--- src/rtl/xpmwrap_pkg.sv ---
// Shared types for the TDP RAM stream reader.
//   rd_state_t  : burst controller states (IDLE, READ, DRAIN)
//   trk_entry_t : one stage of the RAM read-latency tracker {valid, last}
//   cnt_width() : width of a counter that must hold 0..depth inclusive
package xpmwrap_pkg;

  typedef enum logic [1:0] {
    IDLE  = 2'd0,
    READ  = 2'd1,
    DRAIN = 2'd2
  } rd_state_t;

  typedef struct packed {
    logic valid;
    logic last;
  } trk_entry_t;

  function automatic int unsigned cnt_width(input int unsigned depth);
    return $clog2(depth) + 1;
  endfunction

endpackage

--- src/rtl/xpmwrap_skid_fifo.sv ---
// Synchronous FIFO absorbing RAM read latency ahead of the output stream.
// Ports:
//   clk, rstn     : clock, synchronous active-low reset (clears contents too)
//   wr_en_i       : push wr_data_i (honoured when not full, or full with a pop)
//   rd_en_i       : pop head entry (ignored when empty)
//   rd_data_o     : head entry, straight from the storage registers
//   count_o       : occupancy 0..DEPTH
//   empty_o/full_o: occupancy flags
// DEPTH must be a power of two; pointers wrap by natural overflow.
module xpmwrap_skid_fifo
  import xpmwrap_pkg::*;
#(
  parameter int unsigned WIDTH = 33,
  parameter int unsigned DEPTH = 4
) (
  input  logic                          clk,
  input  logic                          rstn,
  input  logic                          wr_en_i,
  input  logic [WIDTH-1:0]              wr_data_i,
  input  logic                          rd_en_i,
  output logic [WIDTH-1:0]              rd_data_o,
  output logic [cnt_width(DEPTH)-1:0]   count_o,
  output logic                          empty_o,
  output logic                          full_o
);

  localparam int unsigned AW = $clog2(DEPTH);
  localparam int unsigned CW = cnt_width(DEPTH);

  logic [WIDTH-1:0] mem_q [DEPTH];
  logic [AW-1:0]    wr_ptr_q;
  logic [AW-1:0]    rd_ptr_q;
  logic [CW-1:0]    count_q;
  logic             do_wr;
  logic             do_rd;

  assign empty_o   = (count_q == '0);
  assign full_o    = (count_q == DEPTH[CW-1:0]);
  assign count_o   = count_q;
  assign rd_data_o = mem_q[rd_ptr_q];

  // A pop in the same cycle frees the slot, so push+pop on a full FIFO both land.
  assign do_rd = rd_en_i && !empty_o;
  assign do_wr = wr_en_i && (!full_o || do_rd);

  always_ff @(posedge clk) begin
    if (!rstn) begin
      mem_q    <= '{default: '0};
      wr_ptr_q <= '0;
      rd_ptr_q <= '0;
      count_q  <= '0;
    end else begin
      if (do_wr) begin
        mem_q[wr_ptr_q] <= wr_data_i;
        wr_ptr_q        <= wr_ptr_q + AW'(1);
      end
      if (do_rd) begin
        rd_ptr_q <= rd_ptr_q + AW'(1);
      end
      unique case ({do_wr, do_rd})
        2'b10:   count_q <= count_q + CW'(1);
        2'b01:   count_q <= count_q - CW'(1);
        default: count_q <= count_q;
      endcase
    end
  end

endmodule

--- src/rtl/xpmwrap_tdpram_stream_reader.sv ---
// Read-side burst master for one port of a fixed-latency true dual port RAM.
// Ports:
//   clk, rstn            : clock, synchronous active-low reset
//   cmd_valid/cmd_ready  : burst command handshake (ready only in IDLE)
//   cmd_addr, cmd_len    : first word address, word count minus one
//   ram_en, ram_addr     : one RAM read per cycle with ram_en high
//   ram_regce            : RAM output register enable, 1 once out of reset
//   ram_dout             : RAM read data, READ_LATENCY cycles after ram_en
//   m_valid/m_ready      : output stream handshake
//   m_data, m_last       : stream word and end-of-burst marker
//   busy                 : high from command accept until last word popped
module xpmwrap_tdpram_stream_reader
  import xpmwrap_pkg::*;
#(
  parameter int unsigned ADDR_WIDTH   = 6,
  parameter int unsigned DATA_WIDTH   = 32,
  parameter int unsigned READ_LATENCY = 2,
  parameter int unsigned SKID_DEPTH   = 4
) (
  input  logic                  clk,
  input  logic                  rstn,
  input  logic                  cmd_valid,
  output logic                  cmd_ready,
  input  logic [ADDR_WIDTH-1:0] cmd_addr,
  input  logic [ADDR_WIDTH:0]   cmd_len,
  output logic                  ram_en,
  output logic                  ram_regce,
  output logic [ADDR_WIDTH-1:0] ram_addr,
  input  logic [DATA_WIDTH-1:0] ram_dout,
  output logic                  m_valid,
  input  logic                  m_ready,
  output logic [DATA_WIDTH-1:0] m_data,
  output logic                  m_last,
  output logic                  busy
);

  localparam int unsigned CW = cnt_width(SKID_DEPTH);
  localparam logic [CW:0] DEPTH_L = SKID_DEPTH[CW:0];

  rd_state_t             state_q, state_d;
  logic [ADDR_WIDTH-1:0] ptr_q, ptr_d;
  logic [ADDR_WIDTH:0]   rem_q, rem_d;
  logic                  run_q;
  trk_entry_t            trk_q [READ_LATENCY];

  logic [CW:0]           inflight;
  logic [CW:0]           credit_used;
  logic [CW-1:0]         fifo_count;
  logic                  fifo_empty;
  logic                  fifo_full;
  logic                  fifo_wr;
  logic [DATA_WIDTH:0]   fifo_rd;
  logic                  pop;
  logic                  issue;
  logic                  issue_last;

  assign m_valid   = !fifo_empty;
  assign m_data    = fifo_rd[DATA_WIDTH-1:0];
  assign m_last    = m_valid && fifo_rd[DATA_WIDTH];
  assign pop       = m_valid && m_ready;

  assign cmd_ready = (state_q == IDLE) && run_q;
  assign busy      = (state_q != IDLE);
  assign ram_regce = run_q;
  assign ram_addr  = ptr_q;
  assign ram_en    = issue;

  always_comb begin
    inflight = '0;
    for (int unsigned i = 0; i < READ_LATENCY; i++) begin
      inflight = inflight + {{CW{1'b0}}, trk_q[i].valid};
    end
  end

  // The slot freed by this cycle's pop is counted as available, which keeps
  // the pipeline full at one word per cycle when SKID_DEPTH >= READ_LATENCY+1.
  assign credit_used = inflight + {1'b0, fifo_count} - {{CW{1'b0}}, pop};
  assign issue       = (state_q == READ) && (credit_used < DEPTH_L);
  assign issue_last  = (rem_q == '0);

  always_comb begin
    state_d = state_q;
    ptr_d   = ptr_q;
    rem_d   = rem_q;
    unique case (state_q)
      IDLE: begin
        if (cmd_valid && cmd_ready) begin
          ptr_d   = cmd_addr;
          rem_d   = cmd_len;
          state_d = READ;
        end
      end
      READ: begin
        if (issue) begin
          ptr_d = ptr_q + ADDR_WIDTH'(1);
          if (issue_last) begin
            state_d = DRAIN;
          end else begin
            rem_d = rem_q - (ADDR_WIDTH + 1)'(1);
          end
        end
      end
      DRAIN: begin
        if (pop && m_last && (inflight == '0)) begin
          state_d = IDLE;
        end
      end
      default: state_d = IDLE;
    endcase
  end

  always_ff @(posedge clk) begin
    if (!rstn) begin
      state_q <= IDLE;
      ptr_q   <= '0;
      rem_q   <= '0;
      run_q   <= 1'b0;
      trk_q   <= '{default: '0};
    end else begin
      state_q  <= state_d;
      ptr_q    <= ptr_d;
      rem_q    <= rem_d;
      run_q    <= 1'b1;
      trk_q[0] <= trk_entry_t'{valid: issue, last: issue && issue_last};
      for (int unsigned i = 1; i < READ_LATENCY; i++) begin
        trk_q[i] <= trk_q[i-1];
      end
    end
  end

  assign fifo_wr = trk_q[READ_LATENCY-1].valid;

  xpmwrap_skid_fifo #(
    .WIDTH (DATA_WIDTH + 1),
    .DEPTH (SKID_DEPTH)
  ) u_fifo (
    .clk       (clk),
    .rstn      (rstn),
    .wr_en_i   (fifo_wr),
    .wr_data_i ({trk_q[READ_LATENCY-1].last, ram_dout}),
    .rd_en_i   (pop),
    .rd_data_o (fifo_rd),
    .count_o   (fifo_count),
    .empty_o   (fifo_empty),
    .full_o    (fifo_full)
  );

  a_no_overflow: assert property (@(posedge clk) disable iff (!rstn)
    !(fifo_wr && fifo_full && !pop));

endmodule

--- config.mk ---
export PLATFORM = sky130hd
export DESIGN_NAME = xpmwrap_tdpram_stream_reader
export DESIGN_NICKNAME = d
export VERILOG_FILES = /design/src/rtl/xpmwrap_pkg.sv /design/src/rtl/xpmwrap_skid_fifo.sv /design/src/rtl/xpmwrap_tdpram_stream_reader.sv
export SDC_FILE = /design/constraint.sdc
export NUM_CORES = 1
export LEC_CHECK = 0
export BUFFER_PORTS_ARGS = -buffer_cell sky130_fd_sc_hd__buf_2
export CAP_MARGIN = 5
export CORE_MARGIN = 4
export CORE_UTILIZATION = 40
export CTS_CLUSTER_SIZE = 14
export DETAILED_ROUTE_END_ITERATION = 8
export PLACE_DENSITY = 0.57
export SLEW_MARGIN = 20
export SYNTH_ARGS = -nofsm -noshare
export SYNTH_HDL_FRONTEND = slang
export SYNTH_SLANG_ARGS = --single-unit
export TNS_END_PERCENT = 100
--- constraint.sdc ---
create_clock -name clk -period 3.05 [get_ports clk]
set_input_delay 0.61 -clock clk [delete_from_list [all_inputs] [get_ports clk]]
set_output_delay 0.61 -clock clk [all_outputs]
set_load 0.01 [all_outputs]
==> results of run 1 <==
[what timing repair did]
action,4_1_cts,5_1_grt
pin swaps,6,3
gates resized for setup,15,4
setup buffers,8,0
setup endpoints to repair,1,1
cloned,0,0
[placed cells by master (no fill, tap or decap), types with 7 or more instances in the layout]
master and count:
a21boi_1 59, nand3_1 7, dfxtp_1 154, nand2_1 289
and2_1 14, buf_12 8, mux4_2 33, a21oi_1 56
clkbuf_16 17, nor2_1 14, inv_1 16, a21boi_0 28
ha_1 12, buf_2 92, buf_4 20
[metrics by stage]
| stage | setup WS, ps | util, % |
|---|---|---|
| final | 7.36 | 48.2 |
| after global routing | -110 | 48.2 |
| after CTS | -2.59 | 48.1 |
| after detailed placement | 266 | 44.3 |
| after global placement | 293 | 44.3 |
| after floorplan | 273 | - |
[metal layers]
layer / up-vias / track usage (%)
li1: 2940 / -
met4: 2 / 4.80
met3: 20 / 4.45
met2: 112 / 30.4
met5: - / 0
met1: 2794 / 24.8
[flip-flops by register name (all words and copies together), names as in the netlist, 2 cells and up]
| signal | flops |
|---|---|
| u_fifo.mem_q | 132 |
| rem_q | 7 |
| ram_addr | 6 |
| trk_q | 3 |
| u_fifo.count_o | 3 |
| state_q | 2 |
| u_fifo.rd_ptr_q | 2 |
| u_fifo.wr_ptr_q | 2 |
[cells by family after synthesis]
family                   after synthesis  synth area share [%]
buffers and inverters                 82                  5.75
flip-flops                           159                  43.8
XOR/XNOR                               6                 0.723
adder cells (fa/ha/maj)               15                  2.68
multiplexers                          34                  10.4
AO/OA/AOI/OAI                        181                  16.9
AND/OR/NAND/NOR                      352                  19.8
[worst reg2reg max path: stages, from the launching register on]
cell,delay (ps)
dfxtp_2,320
or3_4,390
and2_4,160
ha_4,160
inv_4,50
ha_4,190
and3b_2,230
buf_4,140
o211ai_1,180
a211o_1,340
nor2_1,100
o221a_2,270
[final cells by class]
type / count / area [um2]
clock inverters: 9 / 110
multi-input cells: 588 / 3730
flip-flops and latches: 159 / 3190
fillers: 1792 / 9270
inverters: 19 / 73.8
well taps: 229 / 287
repair buffers: 120 / 771
clock buffers: 21 / 470
[where the power goes]
part	internal (mW)	switching, mW	leakage [nW]
logic	0.275	0.337	1.58
clock network	1.26	0.860	0.277
registers	2.13	0.0638	1.29
total	3.67	1.26	3.14
[worst paths after layout]
path / start / to / slack, ps / cells past startpoint
min reg2reg: trk_q[2]$_SDFF_PN0_ / trk_q[0]$_SDFF_PN0_ / 430 / 1
max: u_fifo.count_o[1]$_SDFFE_PN0P_ / ram_en / 7 / 11
min: trk_q[2]$_SDFF_PN0_ / trk_q[0]$_SDFF_PN0_ / 430 / 1
max reg2reg: u_fifo.count_o[1]$_SDFFE_PN0P_ / ram_addr[0]$_SDFFE_PN0P_ / 430 / 11
==> flow_summary.toml, run 1 <==
[sta]
hold_viol = 0
rsz0062_at_grt = "true"
fin_crit_sh_pct = 99.8
fin_crit_ps = 3040
final_max_slew_viol_count = 0
holdWs_ps = 432
fmax_ghz = 0.329
tightest_slew_ps = 952
finClkSkew_ps = 8.52
finalSetupTns_ps = 0
max-slew-margin-rel_pct = 36.5
finalSetupViolations = 0

[route]
drc = 0
first_iter_violations = 341
vias = 5868
highest_layer = "met5"
met2WireLength_mm = 8.85
met1_length_mm = 8.64
ant_nets = 0
wl_met3_um = 817
routed_via_density = 5.12
detail_route.wl_per_cell_um = 16.2
totalWireLength_mm = 18.5
firstDrtPassIters = 4

[synth]
synth_seq_cells = 159
ys_async_sr_fraction_pct = 0
seq_area_frac_synth_pct = 43.8
synth_fp_nets = 893
synth_most_common_cell = "nand2_1"
synth_cells = 829
ys_top_cells_by_count = "nand2_1, dfxtp_1, a21boi_1"
yosysUniqueCellTypes = 52
yosysWarnings = 0
yosys-top-cells-area = "dfxtp_1, nand2_1, mux4_2"
yosysTopAreaCell = "dfxtp_1"
synth_top_cell_area_share_pct = 43.8
ys.flop_type = "dfxtp_1"
syn_area_per_cell_um2 = 8.77
synth-edff-count = 0
synthesis.area_um2 = 7270

[power_and_ir_drop]
power_mw = 4.93
peakVddDrop_v = 0.000381
p_per_area_nw_per_um2 = 571
cellLeakagePower_nw = 3.14

[placed_design]
port_buffers = 92
hpwlAfterDp_mm = 11.4
dpl.cell_count = 1107
globalplace.congestion = 0.758
postPlaceCellArea_um2 = 7920

[clock_tree]
root_buffer = "clkbuf_16"
cts_made_buffers = 17
cts_tree = "built"
clockBufferDepth = 2
ctsHoldBuffers = 0
cts.sinks = 159
clkLatencyLatePin_ps = 430
htreeDepth = 4
clk_pin_slew_ps = 60

[layout]
drive_gt1_share_pct = 22.8
nets = 969
final_cells = 1145
diodes = 0
stdcell_area_um2 = 8630
area_delta_synth_final_pct = 18.8

[critical_path]
start_kind = "register"
crit_family = "simple AND/OR/NAND/NOR gates"
slowest_delay_ps = 390
path_buf_inv = 2
crit_path_cell_trace = "or3_4 > and2_4 > ha_4 > inv_4 > ha_4 > and3b_2 > o21ai_2 > nand3_2 > o21ai_2 > nor2_1 > buf_2"
criticalPathCategory = "register to output pin"
critPathCaptureType = "output pin"
cp.required_ps = 2440
crit_slowest_cell = "or3_4"
crit_fanout = 3
crit_arrival_ps = 2430

[grt]
first_global_vias = 5628
antenna_found_initial = 1
grt_usage_pct = 18.6
grt_pass1_wl_mm = 29.7
grt_max_degree = 94
grt.overflow.total = 0

[die]
start_util_pct = 40.6
ios = 93
core-area_um2 = 17900
die_area_um2 = 20400
num_rows = 49
die_y_um = 143
die-width_um = 143

[outcome]
outcome = "finished clean"

[min_path]
hold_path_class = "register to register"

[run]
drv_cap = 0
Note: power is estimated with default switching activity, not from simulation.
==> inputs of run 2 (changes only) <==
--- a/config.mk
+++ b/config.mk
@@ -8,10 +8,10 @@
 export BUFFER_PORTS_ARGS = -buffer_cell sky130_fd_sc_hd__buf_2
 export CAP_MARGIN = 5
 export CORE_MARGIN = 4
-export CORE_UTILIZATION = 40
+export CORE_UTILIZATION = 24
 export CTS_CLUSTER_SIZE = 14
 export DETAILED_ROUTE_END_ITERATION = 8
-export PLACE_DENSITY = 0.57
+export PLACE_DENSITY = 0.38
 export SLEW_MARGIN = 20
 export SYNTH_ARGS = -nofsm -noshare
 export SYNTH_HDL_FRONTEND = slang
==> flow_summary.toml, run 2 (synthesized netlist as in run 1, its figures left out) <==
[critical_path]
timing.rr.end = "rem_q[5]$_SDFFE_PN0P_"
crit_fanout = 3
reg2reg_depth = 10
crit_arrival_ps = 2410
start_kind = "register"
cp.required_ps = 2440
criticalPathCategory = "register to output pin"
critPathCaptureType = "output pin"
cp-startpoint = "u_fifo.count_o[1]$_SDFFE_PN0P_"
rrSetupSlack_ps = 470
timing.rr.start = "u_fifo.count_o[1]$_SDFFE_PN0P_"

[sta]
fin_ws_ps = 26.6
tightest_slew_ps = 723
rsz0062_at_grt = "true"
hold_viol = 0
finClkSkew_ps = 23.0
max-slew-margin-rel_pct = 51.8
fin_crit_ps = 3020
final_max_slew_viol_count = 0
fin_crit_sh_pct = 99.1
fmax_ghz = 0.331
finalSetupViolations = 0

[run]
drv_cap = 0

[layout]
num-fill-cells = 3203
top_register = "u_fifo.mem_q"
drive_gt1_share_pct = 23.1
final_common_cell = "nand2_1"
largest_reg_flops = 132
nets = 970
stdcell_area_um2 = 8780
mostFrequentLayoutCells = "nand2_1, dfxtp_1, buf_2"
diodes = 0
area_delta_synth_final_pct = 20.7

[die]
die_y_um = 182
die-width_um = 182
core-area_um2 = 29800
start_util_pct = 24.4
num_rows = 63
ios = 93
die_area_um2 = 33100

[route]
totalWireLength_mm = 21.7
first_iter_violations = 209
drc = 0
detail_route.wl_per_cell_um = 16.6
routed_via_density = 4.47
ant_nets = 0
firstDrtPassIters = 5
vias = 5855

[min_path]
holdCritStartpoint = "trk_q[2]$_SDFF_PN0_"
whs_endpoint = "trk_q[0]$_SDFF_PN0_"
hold_path_class = "register to register"
hold_path_depth = 1

[power_and_ir_drop]
p_per_area_nw_per_um2 = 551
peakVddDrop_v = 0.000330
cellLeakagePower_nw = 3.14
power_mw = 4.84

[placed_design]
pre_cts_ws_ps = 222
port_buffers = 92
globalplace.congestion = 0.733
hpwlAfterDp_mm = 13.5
postPlaceCellArea_um2 = 8130

[grt]
grt_pass1_wl_mm = 34.5
first_global_vias = 5939
grt_usage_pct = 13.1
antenna_found_initial = 0
grt_max_degree = 52
grt.overflow.total = 0

[clock_tree]
clkLatencyLatePin_ps = 430
root_buffer = "clkbuf_16"
htreeDepth = 4
ctsHoldBuffers = 0
cts.sinks = 159
cts_tree = "built"
clk_pin_slew_ps = 70
cts_made_buffers = 17
clockBufferDepth = 2

[outcome]
outcome = "finished clean"
==> run 2: cell types whose count changed in the layout (fill, tap and decap cells not counted), moves of 2 or more <==
cell	delta
buf_4	+4
inv_6	+4
clkinv_4	+3
buf_12	-2
bufinv_16	-2
clkbuf_8	-2
clkinv_2	+2
clkinvlp_4	-2
==> run 2: how the worst max path moves through the flow <==
stage,cells after the start,slack [ps],endpoint
6_report,11,30,ram_en
5_1_grt,11,-70,ram_en
2_1_floorplan,10,270,ram_en
3_3_place_gp,10,220,ram_en
4_1_cts,11,-20,ram_en
3_5_place_dp,10,220,ram_en
==> run 2: worst max-delay path, stage by stage (launching register included) <==
cell and delay, ps:
dfxtp_2 320, or3_4 370, and2_4 150, ha_4 160
inv_4 50, ha_4 190, and3b_2 230, o21ai_1 120
nand3_1 100, o21ai_2 80, nor2_1 50, buf_2 150
==> run 2: stage by stage <==
stage	TNS [ps]	hold slack, ps	cells	util (%)
4_1_cts	-23.0	433	1309	29.4
5_1_grt	-74.3	440	1309	29.5
2_1_floorplan	0	412	829	-
3_5_place_dp	0	421	1272	27.3
3_3_place_gp	0	419	1272	27.3
6_report	0	435	1309	29.5
==> run 2: layout make-up <==
type / count / area [um2] / share of cell area (%)
flip-flops and latches: 159 / 3190 / 36.4
clock buffers: 18 / 439 / 5.00
inverters: 19 / 73.8 / 0.841
well taps: 390 / 488 / 5.56
multi-input cells: 588 / 3720 / 42.4
repair buffers: 121 / 756 / 8.61
clock inverters: 14 / 106 / 1.21
==> run 2: repair_timing <==
| action | in CTS | in global routing |
|---|---|---|
| resized for setup | 15 | 2 |
| endpoints found under the setup margin | 1 | 1 |
| setup buffers | 5 | 0 |
| pin swaps | 6 | 2 |
==> run 2: layer usage <==
| metal | GRT usage (%) | wire (um) |
|---|---|---|
| met3 | 2.47 | 695 |
| met2 | 22.0 | 10500 |
| met5 | 0 | 0 |
| met4 | 2.91 | 145 |
| met1 | 17.7 | 10400 |
==> run 2: report_power, final <==
part / leakage [nW] / internal, mW / switching (mW)
Sequential: 1.29 / 2.13 / 0.0639
Combinational: 1.58 / 0.271 / 0.350
Clock: 0.272 / 1.08 / 0.945
Total: 3.14 / 3.48 / 1.36
==> inputs of run 3 (changes only) <==
--- a/config.mk
+++ b/config.mk
@@ -5,13 +5,14 @@
 export SDC_FILE = /design/constraint.sdc
 export NUM_CORES = 1
 export LEC_CHECK = 0
+export ABC_AREA = 1
 export BUFFER_PORTS_ARGS = -buffer_cell sky130_fd_sc_hd__buf_2
 export CAP_MARGIN = 5
 export CORE_MARGIN = 4
 export CORE_UTILIZATION = 24
+export CTS_BUF_LIST = sky130_fd_sc_hd__clkbuf_4 sky130_fd_sc_hd__clkbuf_8 sky130_fd_sc_hd__clkbuf_16
 export CTS_CLUSTER_SIZE = 14
 export DETAILED_ROUTE_END_ITERATION = 8
-export PLACE_DENSITY = 0.38
 export SLEW_MARGIN = 20
 export SYNTH_ARGS = -nofsm -noshare
 export SYNTH_HDL_FRONTEND = slang
==> flow_summary.toml, run 3 <==
[critical_path]
start_kind = "register"
crit_fanout = 5
crit_slowest_cell = "dfxtp_2"
cp.required_ps = 2440
crit_path_cell_trace = "inv_2 > nand2_1 > nand2_1 > inv_2 > ha_1 > inv_1 > ha_1 > nand3_1 > nand2_1 > nand2_1 > nand2_1 > nand3_2 > inv_1 > buf_2"
path_buf_inv = 5
critPathCaptureType = "output pin"
crit_family = "simple AND/OR/NAND/NOR gates"
crit_top_cell = "nand2_1"
criticalPathCategory = "register to output pin"
crit_arrival_ps = 2160
slowest_delay_ps = 370

[clock_tree]
clkLatencyLatePin_ps = 430
clk_pin_slew_ps = 70
htreeDepth = 4
root_buffer = "clkbuf_16"
cts.sinks = 159
cts_made_buffers = 17
cts_tree = "built"
clockBufferDepth = 2

[layout]
num-fill-cells = 3241
final_common_cell = "nand2_1"
final_cells = 1477
mostFrequentLayoutCells = "nand2_1, dfxtp_1, nand3_1"
largest_reg_flops = 132
top_register = "u_fifo.mem_q"
drive_gt1_share_pct = 15.4
nets = 1137
postLayoutCoreUtil_pct = 29.0
stdcell_area_um2 = 8640
area_delta_synth_final_pct = 18.4

[sta]
rsz0062_at_grt = "false"
fin_ws_ps = 277
final_max_slew_viol_count = 0
fin_crit_sh_pct = 90.9
fmax_ghz = 0.361
tightest_slew_ps = 902
max-slew-margin-rel_pct = 39.7
fin_crit_ps = 2770
hold_viol = 0
finClkSkew_ps = 10.9
holdWs_ps = 415
finalSetupTns_ps = 0
finalSetupViolations = 0

[synth]
synth-edff-count = 0
ys_async_sr_fraction_pct = 0
ys.flop_type = "dfxtp_1"
synth_cells = 1028
synth_fp_nets = 1092
yosysTopAreaCell = "dfxtp_1"
synth_seq_cells = 159
syn_area_per_cell_um2 = 7.10
yosysWarnings = 0
yosysUniqueCellTypes = 29
synthesis.area_um2 = 7290
synth_top_cell_area_share_pct = 43.6
seq_area_frac_synth_pct = 43.6
yosys-top-cells-area = "dfxtp_1, nand3_1, a21oi_1"
synth_most_common_cell = "nand2_1"
ys_top_cells_by_count = "nand2_1, dfxtp_1, nand3_1"

[route]
vias = 7114
totalWireLength_mm = 22.5
detail_route.wl_per_cell_um = 15.2
ant_nets = 0
drc = 0
routed_via_density = 4.82
first_iter_violations = 517
firstDrtPassIters = 5

[die]
die-width_um = 182
ios = 93
start_util_pct = 24.5
die_area_um2 = 33200
die_y_um = 182
num_rows = 63
core-area_um2 = 29800

[placed_design]
hpwlAfterDp_mm = 13.2
globalplace.congestion = 0.761
pre_cts_ws_ps = 459
port_buffers = 92
dpl.cell_count = 1444
postPlaceCellArea_um2 = 8070

[power_and_ir_drop]
p_per_area_nw_per_um2 = 581
peakVddDrop_v = 0.000395
cellLeakagePower_nw = 3.26
power_mw = 5.01

[grt]
antenna_found_initial = 1
first_global_vias = 6774
grt_pass1_wl_mm = 35.7
grt_max_degree = 135
grt.overflow.total = 0
grt_usage_pct = 13.3

[run]
drv_cap = 0

[outcome]
outcome = "finished clean"

[min_path]
hold_path_class = "register to register"
-- run 3: cell types whose count changed after synthesis, sizes merged, moves of 7 or more --
cell,before,now
nand3,8,153
nand2,293,197
a21oi,56,148
a21boi,87,0
nor2,14,98
o21ai,8,83
mux4,33,0
clkbuf,27,57
o22ai,4,33
inv,18,46
and2,15,1
buf,36,26
o31ai,7,0
-- run 3: layer usage --
layer | vias up | GRT usage, % | wire length (um)
met5 | - | 0 | 20
met4 | 2 | 3.12 | 201
met3 | 18 | 3.41 | 1520
met2 | 204 | 21.9 | 10600
met1 | 3340 | 17.5 | 10200
li1 | 3550 | - | -
-- run 3: worst min-delay path, stage by stage (launching register included) --
cell	delay [ps]
dfxtp_1	310
nand2_1	40
inv_1	40
-- run 3: cells by family (layout without fill, tap and decap cells) --
group           Yosys count  count (layout)  synth area share [%]
buf+inv                 130             188                  7.22
flops                   159             159                  43.6
fa+ha+maj                15              15                  2.68
xor+xnor                  2               2                 0.240
compound gates          266             266                  19.1
other cells               0               1                     0
simple gates            456             456                  27.1
-- run 3: path summary, 6_finish.rpt --
kind	startpoint	depth (start not counted)	slack (ps)	to
setup / recovery	u_fifo.count_o[2]$_SDFFE_PN0P_	14	280	ram_en
hold / removal	trk_q[2]$_SDFF_PN0_	2	410	trk_q[0]$_SDFF_PN0_
setup reg to reg	u_fifo.count_o[2]$_SDFFE_PN0P_	17	840	rem_q[1]$_SDFFE_PN0P_
hold reg to reg	trk_q[2]$_SDFF_PN0_	2	410	trk_q[0]$_SDFF_PN0_
-- run 3: area by class of cell --
cell class                      instances  area, um2  area share (%)
Clock inverter                         14        108            1.25
Antenna cell                            1       2.50          0.0290
Timing Repair Buffer                  109        626            7.24
Multi-Input combinational cell        739       3610            41.8
Tap cell                              390        488            5.65
Sequential cell                       159       3190            36.9
Inverter                               47        179            2.07
Clock buffer                           18        439            5.09
-- run 3: what timing repair did --
item	in CTS	in global routing
buffers inserted	0	0
hold buffers	0	0
setup endpoints to repair	0	1
resized for setup	0	7
-- run 3: power by group --
part	internal, mW	switching, mW	total [mW]	leakage (nW)
sequential	2.14	0.0494	2.19	1.29
combinational	0.271	0.551	0.822	1.71
clock	1.08	0.929	2.00	0.264
total	3.48	1.53	5.01	3.26
